--- src/rtl/id_ex_stage_buf.sv ---
// ID/EX pipeline buffer with valid/ready handshake, 2-entry skid storage, flush and bubble masking.
// Optional stall counter output enabled by defining ID_EX_STALL_CNT_EN.
module id_ex_stage_buf #(
  parameter int                 CTRL_W   = 8,
  parameter int                 DATA_W   = 121,
  parameter logic [CTRL_W-1:0]  CTRL_RST = '0
) (
  input  logic              clk_i,
  input  logic              rst_i,
  input  logic              flush_i,
  input  logic              in_valid_i,
  output logic              in_ready_o,
  input  logic [CTRL_W-1:0] ctrl_i,
  input  logic [DATA_W-1:0] data_i,
  output logic              out_valid_o,
  input  logic              out_ready_i,
  output logic [CTRL_W-1:0] ctrl_o,
  output logic [DATA_W-1:0] data_o,
  output logic [1:0]        occ_o
`ifdef ID_EX_STALL_CNT_EN
  ,
  output logic [15:0]       stall_cnt_o
`endif
);

  logic              main_vld_p0;
  logic [CTRL_W-1:0] main_ctrl_p0;
  logic [DATA_W-1:0] main_data_p0;
  logic              skid_vld_p1;
  logic [CTRL_W-1:0] skid_ctrl_p1;
  logic [DATA_W-1:0] skid_data_p1;
  logic              accept;
  logic              drain;

  assign in_ready_o  = !skid_vld_p1;
  assign accept      = in_valid_i & in_ready_o & !flush_i;
  assign drain       = main_vld_p0 & out_ready_i;
  assign out_valid_o = main_vld_p0;
  assign ctrl_o      = main_vld_p0 ? main_ctrl_p0 : CTRL_RST;
  assign data_o      = main_data_p0;
  assign occ_o       = 2'(main_vld_p0) + 2'(skid_vld_p1);

  // Skid entry is only ever filled behind a full main entry, so it always refills main first.
  always_ff @(posedge clk_i or negedge rst_i) begin
    if (!rst_i) begin
      main_vld_p0  <= 1'b0;
      main_ctrl_p0 <= CTRL_RST;
      main_data_p0 <= '0;
      skid_vld_p1  <= 1'b0;
      skid_ctrl_p1 <= CTRL_RST;
      skid_data_p1 <= '0;
    end else if (flush_i) begin
      main_vld_p0 <= 1'b0;
      skid_vld_p1 <= 1'b0;
    end else if (skid_vld_p1) begin
      if (drain) begin
        main_ctrl_p0 <= skid_ctrl_p1;
        main_data_p0 <= skid_data_p1;
        skid_vld_p1  <= 1'b0;
      end
    end else if (accept) begin
      if (!main_vld_p0 || drain) begin
        main_vld_p0  <= 1'b1;
        main_ctrl_p0 <= ctrl_i;
        main_data_p0 <= data_i;
      end else begin
        skid_vld_p1  <= 1'b1;
        skid_ctrl_p1 <= ctrl_i;
        skid_data_p1 <= data_i;
      end
    end else if (drain) begin
      main_vld_p0 <= 1'b0;
    end
  end

`ifdef ID_EX_STALL_CNT_EN
  // Counts upstream offers refused by a full buffer; sticks at all-ones, survives flush.
  logic [15:0] stall_cnt_p0;

  always_ff @(posedge clk_i or negedge rst_i) begin
    if (!rst_i) begin
      stall_cnt_p0 <= '0;
    end else if (in_valid_i && !in_ready_o && stall_cnt_p0 != 16'hFFFF) begin
      stall_cnt_p0 <= stall_cnt_p0 + 16'd1;
    end
  end

  assign stall_cnt_o = stall_cnt_p0;
`endif

endmodule

--- config.mk ---
export PLATFORM = sky130hd
export DESIGN_NAME = id_ex_stage_buf
export DESIGN_NICKNAME = d
export VERILOG_FILES = /design/src/rtl/id_ex_stage_buf.sv
export SDC_FILE = /design/constraint.sdc
export NUM_CORES = 1
export LEC_CHECK = 0
export CORE_MARGIN = 5
export CORE_UTILIZATION = 50
export CTS_CLUSTER_SIZE = 28
export DETAILED_ROUTE_END_ITERATION = 10
export HOLD_SLACK_MARGIN = 0.12
export PLACE_DENSITY = 0.82
export SYNTH_ARGS = -nofsm -noshare
export SYNTH_HDL_FRONTEND = slang
export SYNTH_SLANG_ARGS = --single-unit
--- constraint.sdc ---
create_clock -name clk_i -period 4.08 [get_ports clk_i]
set_input_delay 0.612 -clock clk_i [delete_from_list [all_inputs] [get_ports clk_i]]
set_output_delay 0.612 -clock clk_i [all_outputs]
set_load 0.02 [all_outputs]
Yosys cells after proc, flatten, opt, wreduce, memory -nomap -nowiden
Cells that the tools add are included.

word-level totals
  register bits = 260
  input bits = 134
  output and inout bits = 133
  logic and storage cells = 45

cells by class
  add/subtract/negate cells = 1
  equal/unequal tests = 3
  multiplexer cells = 19
  bitwise operators = 6
  reduce and logical (&&, ||, !) cells = 10

operator list
  operator                                                count
  2-to-1 mux 121 bit                                      4
  2-to-1 mux 8 bit                                        5
  2-to-1 mux 1 bit                                        10
  AND reduction 4 bit                                     2
  nonzero test 2 bit                                      2
  AND 1 bit                                               3
  logical NOT 1 bit                                       3
  inequality test 3 x 2 -> 1 bit (second input constant)  1
  NOT 1 bit                                               3
  AND reduction 3 bit                                     1
  nonzero test 3 bit                                      1
  adder 1 x 1 -> 2 bit                                    1
  inequality test 2 x 1 -> 1 bit (second input constant)  1
  inequality test 2 bit (second input constant)           1
  logical OR 1 bit                                        1

Depth between registers and ports, before layout
  depth after elaboration = 6
  mapped depth = 6
  mapped depth without buffers = 3

Worst setup path before layout
OpenSTA, ideal clock, no wires.

  path kind = reg-to-reg
  from = register skid_vld_p1
  to = register main_data_p0[77], in the netlist data_o[77]
  setup time = 0.125 ns
  data arrival time = 1.797 ns
  data required time = 3.955 ns
  path slack = 2.158 ns
  cell stages (with the launch flop) = 7
  buffers on the path = 3
  clock period less this slack = 1.922 ns
  cells stage by stage = dfrtp_1 buf_2 or2_2 a211oi_2 buf_2 buf_4 mux2_2

on the way
  longest elaborated chain between the ends = 5
  elaborated cells on any way between the ends = 8
  those cells by class = 1 x eq/ne; 1 x mux; 2 x bitwise; 4 x reduce/logical

RTL lines
  element                               RTL line  text
  start: declaration                    29        logic skid_vld_p1;
  start signal: assignment              49        skid_vld_p1 <= 1'b0;
  start signal: assignment              54        skid_vld_p1 <= 1'b0;
  start signal: assignment              59        skid_vld_p1 <= 1'b0;
  logical NOT 1 bit                     35        assign in_ready_o = !skid_vld_p1;
  AND 1 bit (2 in a row)                36        assign accept = in_valid_i & in_ready_o & !flush_i;
  nonzero test 2 bit (no source line)   -
  AND reduction 4 bit (no source line)  -
  end signal: assignment                58        main_data_p0 <= skid_data_p1;
  end signal: assignment                65        main_data_p0 <= data_i;
  end: declaration                      28        logic [DATA_W-1:0] main_data_p0;

Parallel ways exist; a longest one is shown, timed or not.
A chain may end at the register's enable or synchronous reset.

Worst setup path in the final report
  from = register skid_vld_p1
  to = output port occ_o[0]

on the way
  longest elaborated chain between the ends = 1

RTL lines
  element               RTL line  text
  adder 1 x 1 -> 2 bit  41        assign occ_o = 2'(main_vld_p0) + 2'(skid_vld_p1);
  end: declaration      19        output logic [1:0] occ_o

No other way between the ends.

==> metrics.md <==
| Metric | Value |
|---|---|
| Distinct cells, synth | `19` |
| DIE AREA | `0.0265 mm²` |
| Clock sink count | `260` |
| Crit path to | `occ_o[0]` |
| Crit path max-delay cell type | `dfrtp_4` |
| DRT antenna net count | `0` |
| Fmax | `351 MHz` |
| Power Dens Cells | `between 500 and 600 mW/mm²` |
| Die X-Extent | `163 µm` |
| Residual DRC count | `0` |
| Drt wl/cell | `19.2 µm` |
| Crit start category | `register` |
| Int Power | `6070 µW` |
| Status | `complete, no violations` |
| Grt total ovfl | `0` |
| Vias | `6676` |
| Worst skew pair latency | `~0.51 ns` |
| Post-synth design cell area | `0.0117 mm²` |
| Total wire length | `25.2 mm` |
| P&R area growth vs syn | `32.4%` |
| Root buf cell | `clkbuf_16` |
| Max VDD drop | `between 0.0003 and 0.0004 V` |
| 1st-iter DRT viols | `294` |
| Post-Syn Area per Cell | `roughly 16 µm²` |
| Final HPWL DP | `about 17 mm` |
| First-pass GRT wire length | `~40 mm` |
| Placed cell areas | `around 0.015 mm²` |
| Reg2Reg Setup Slack | `1.30 ns` |
| FF+latch count, synth | `260` |
| CTS Hold Bufs | `0` |
| Buffers added on ports | `266` |
| Crit Path Category | `reg2out` |
| Clock power share | `27.2%` |
| Starting Density | `50.2%` |
| Core ar. | `between 0.02 and 0.025 mm²` |
| Clk buf depth | `3` |
| Cell Rows | `56` |
| CP startpoint | `skid_vld_p1` |
| Resize count post-CTS | `0` |
| Max Cap Violations | `0` |
| Async set or reset register ratio after synthesis | `100%` |
| Net Sw Power | `2300 µW` |
| Comb pwr share | `29.0%` |
| Hold crit path type | `in2async` |
| Post-CTS setup buffer count | `0` |
| Critical Path RT | `3.47 ns` |
| Via-per-instance ratio | `5.09` |
| Worst-margin pin slew | `0.913 ns` |
| Critical Path End Type | `output port` |
| Die Y | `163 µm` |
| Switching Fraction | `27.5%` |
| Initial antenna violation count | `0` |
| Layout Nets | `1113` |
| Unrepaired setup endpoints after global routing | `no` |
| Final-report hold violation count | `0` |
| Final setup vio count | `0` |
| Max Fanout on Critical Path | `45` |
| Crit share post-route | `69.9%` |
| Sequential-to-total area share from yosys stat | `55.7%` |
| Diode count | `0` |
| CTS tree | `yes` |
| IO Pins | `267` |
| Worst-path cell chain | `ha_1, clkdlybuf4s50_1` |
| CTS clk-pin slew, worst paths | `around 0.060 ns` |
| RD Place Congestion | `0.756` |
| Reg power frac | `a little over two fifths` |
| Setup TNS Final | `0 ns` |
| Post-synthesis net count | `847` |
| DR pass1 iterations | `4` |
| Post-synth EDFFs | `0` |
| Leakage | `0.00680 µW` |
| Cell taking the most area after synthesis | `dfrtp_1` |
| Synth top area share | `55.7%` |
| Slew HR | `38.9%` |
| Leading cell type by number of instances after synthesis | `mux2_2` |
| CP arrival | `2.24 ns` |
| Design area | `around 0.015 mm²` |
| CTS H-tree depth | `1` |
| Gr usage total | `a little under a fifth` |
| R2r worst-path depth | `4` |
| Commonest cells in the synthesized netlist | `mux2_2 (287), dfrtp_1 (260), mux2_4 (100)` |
| Max incr delay on CP | `just over 0.8 ns` |
| Layout cell share with drive strength beyond 1 | `44.6%` |
| Yosys Warn Count | `0` |
| Slew Limit Fails | `0` |
| Largest net degree at the start of global routing | `112` |
| Worst reg2reg path endpoint | `data_o[40]` |
| Number of global-route vias before repair | `7371` |
| Post-Synthesis Cells | `712` |
| Crit path time final | `2.85 ns` |
| Num CTS Buffers | `27` |
| Main synth FF type | `dfrtp_1` |
| Clock Skew | `0.00717 ns` |
| Reg-to-reg startpoint | `skid_vld_p1` |
| Synth top area cells | `dfrtp_1 (56%), mux2_2 (28%), mux2_4 (13%)` |
metal layers:
layer | wire (µm) | global-route usage [%] | part of all wire [%]
met1 | 10800 | 25.1 | 43
met2 | 12300 | 31.0 | 49
met3 | 1500 | 4.61 | 6.0
met4 | 637 | 4.80 | 2.5
met5 | 0 | 0 | 0
cell usage in the layout, fill, tap and decap left out, drive strengths merged, types with 2 or more instances in the layout:
cell | synthesis | final
clkinv | 0 | 3
buf | 29 | 16
clkdlybuf4s50 | 0 | 265
a21oi | 2 | 2
dfrtp | 260 | 260
mux2 | 387 | 387
inv | 2 | 2
and2 | 8 | 8
clkbuf | 15 | 41
registers in the layout, summed over array words and instances, names as in the netlist:
register / count
out_valid_o: 1
skid_vld_p1: 1
data_o: 121
skid_data_p1: 121
skid_ctrl_p1: 8
main_ctrl_p0: 8
worst min-delay path by stage:
stage / from / end / cells past startpoint
6_report: rst_i / data_o[86] / 1
5_1_grt: rst_i / data_o[80] / 1
4_1_cts: rst_i / data_o[86] / 1
3_5_place_dp: skid_data_p1[87] / skid_data_p1[87] / 1
3_3_place_gp: skid_ctrl_p1[4] / skid_ctrl_p1[4] / 1
2_1_floorplan: rst_i / data_o[0] / 0
power groups by stage:
stage | combinational, µW | sequential [µW] | clock [µW]
2_1_floorplan | 1020 | 3990 | 0
6_report | 2430 | 3670 | 2270
4_1_cts | 2470 | 3670 | 2330
3_5_place_dp | 2460 | 3680 | 0
3_3_place_gp | 2400 | 3670 | 0
5_1_grt | 2580 | 3750 | 2440
logic make-up after synthesis:
| kind of cell | after synthesis | share of synthesized area [%] |
|---|---|---|
| mux | 387 | 40.5 |
| flops | 260 | 55.7 |
| simple gates | 14 | 0.781 |
| buf+inv | 46 | 2.72 |
| compound gates | 4 | 0.235 |
| fa+ha+maj | 1 | 0.107 |
through the flow:
step	hold WS (ns)	cells	power, µW	util (%)	setup WS (ns)
after global placement	0.482	1268	6070	63.1	1.14
after global routing	0.235	1312	8770	66.5	1.13
after floorplan	0.316	712	5010	-	2.16
final	0.149	1312	8370	66.5	1.23
after detailed placement	0.488	1268	6150	63.1	1.12
after CTS	0.195	1312	8470	66.5	1.17
worst max-delay path: cells and delay by family, from the launching register on:
family,cells,cell delay [ns]
flops,1,0.83
buf+inv,1,0.54
fa+ha+maj,1,0.35
layout make-up:
type / instances / area (µm²)
Clock buffer: 41 / 788
Fill cell: 1698 / 7790
Multi-Input combinational cell: 406 / 4870
Inverter: 2 / 7.51
Timing Repair Buffer: 281 / 2880
Tap cell: 319 / 399
Sequential cell: 260 / 6510
Clock inverter: 3 / 15.0
No activity file was read; power rests on OpenSTA's default activity.
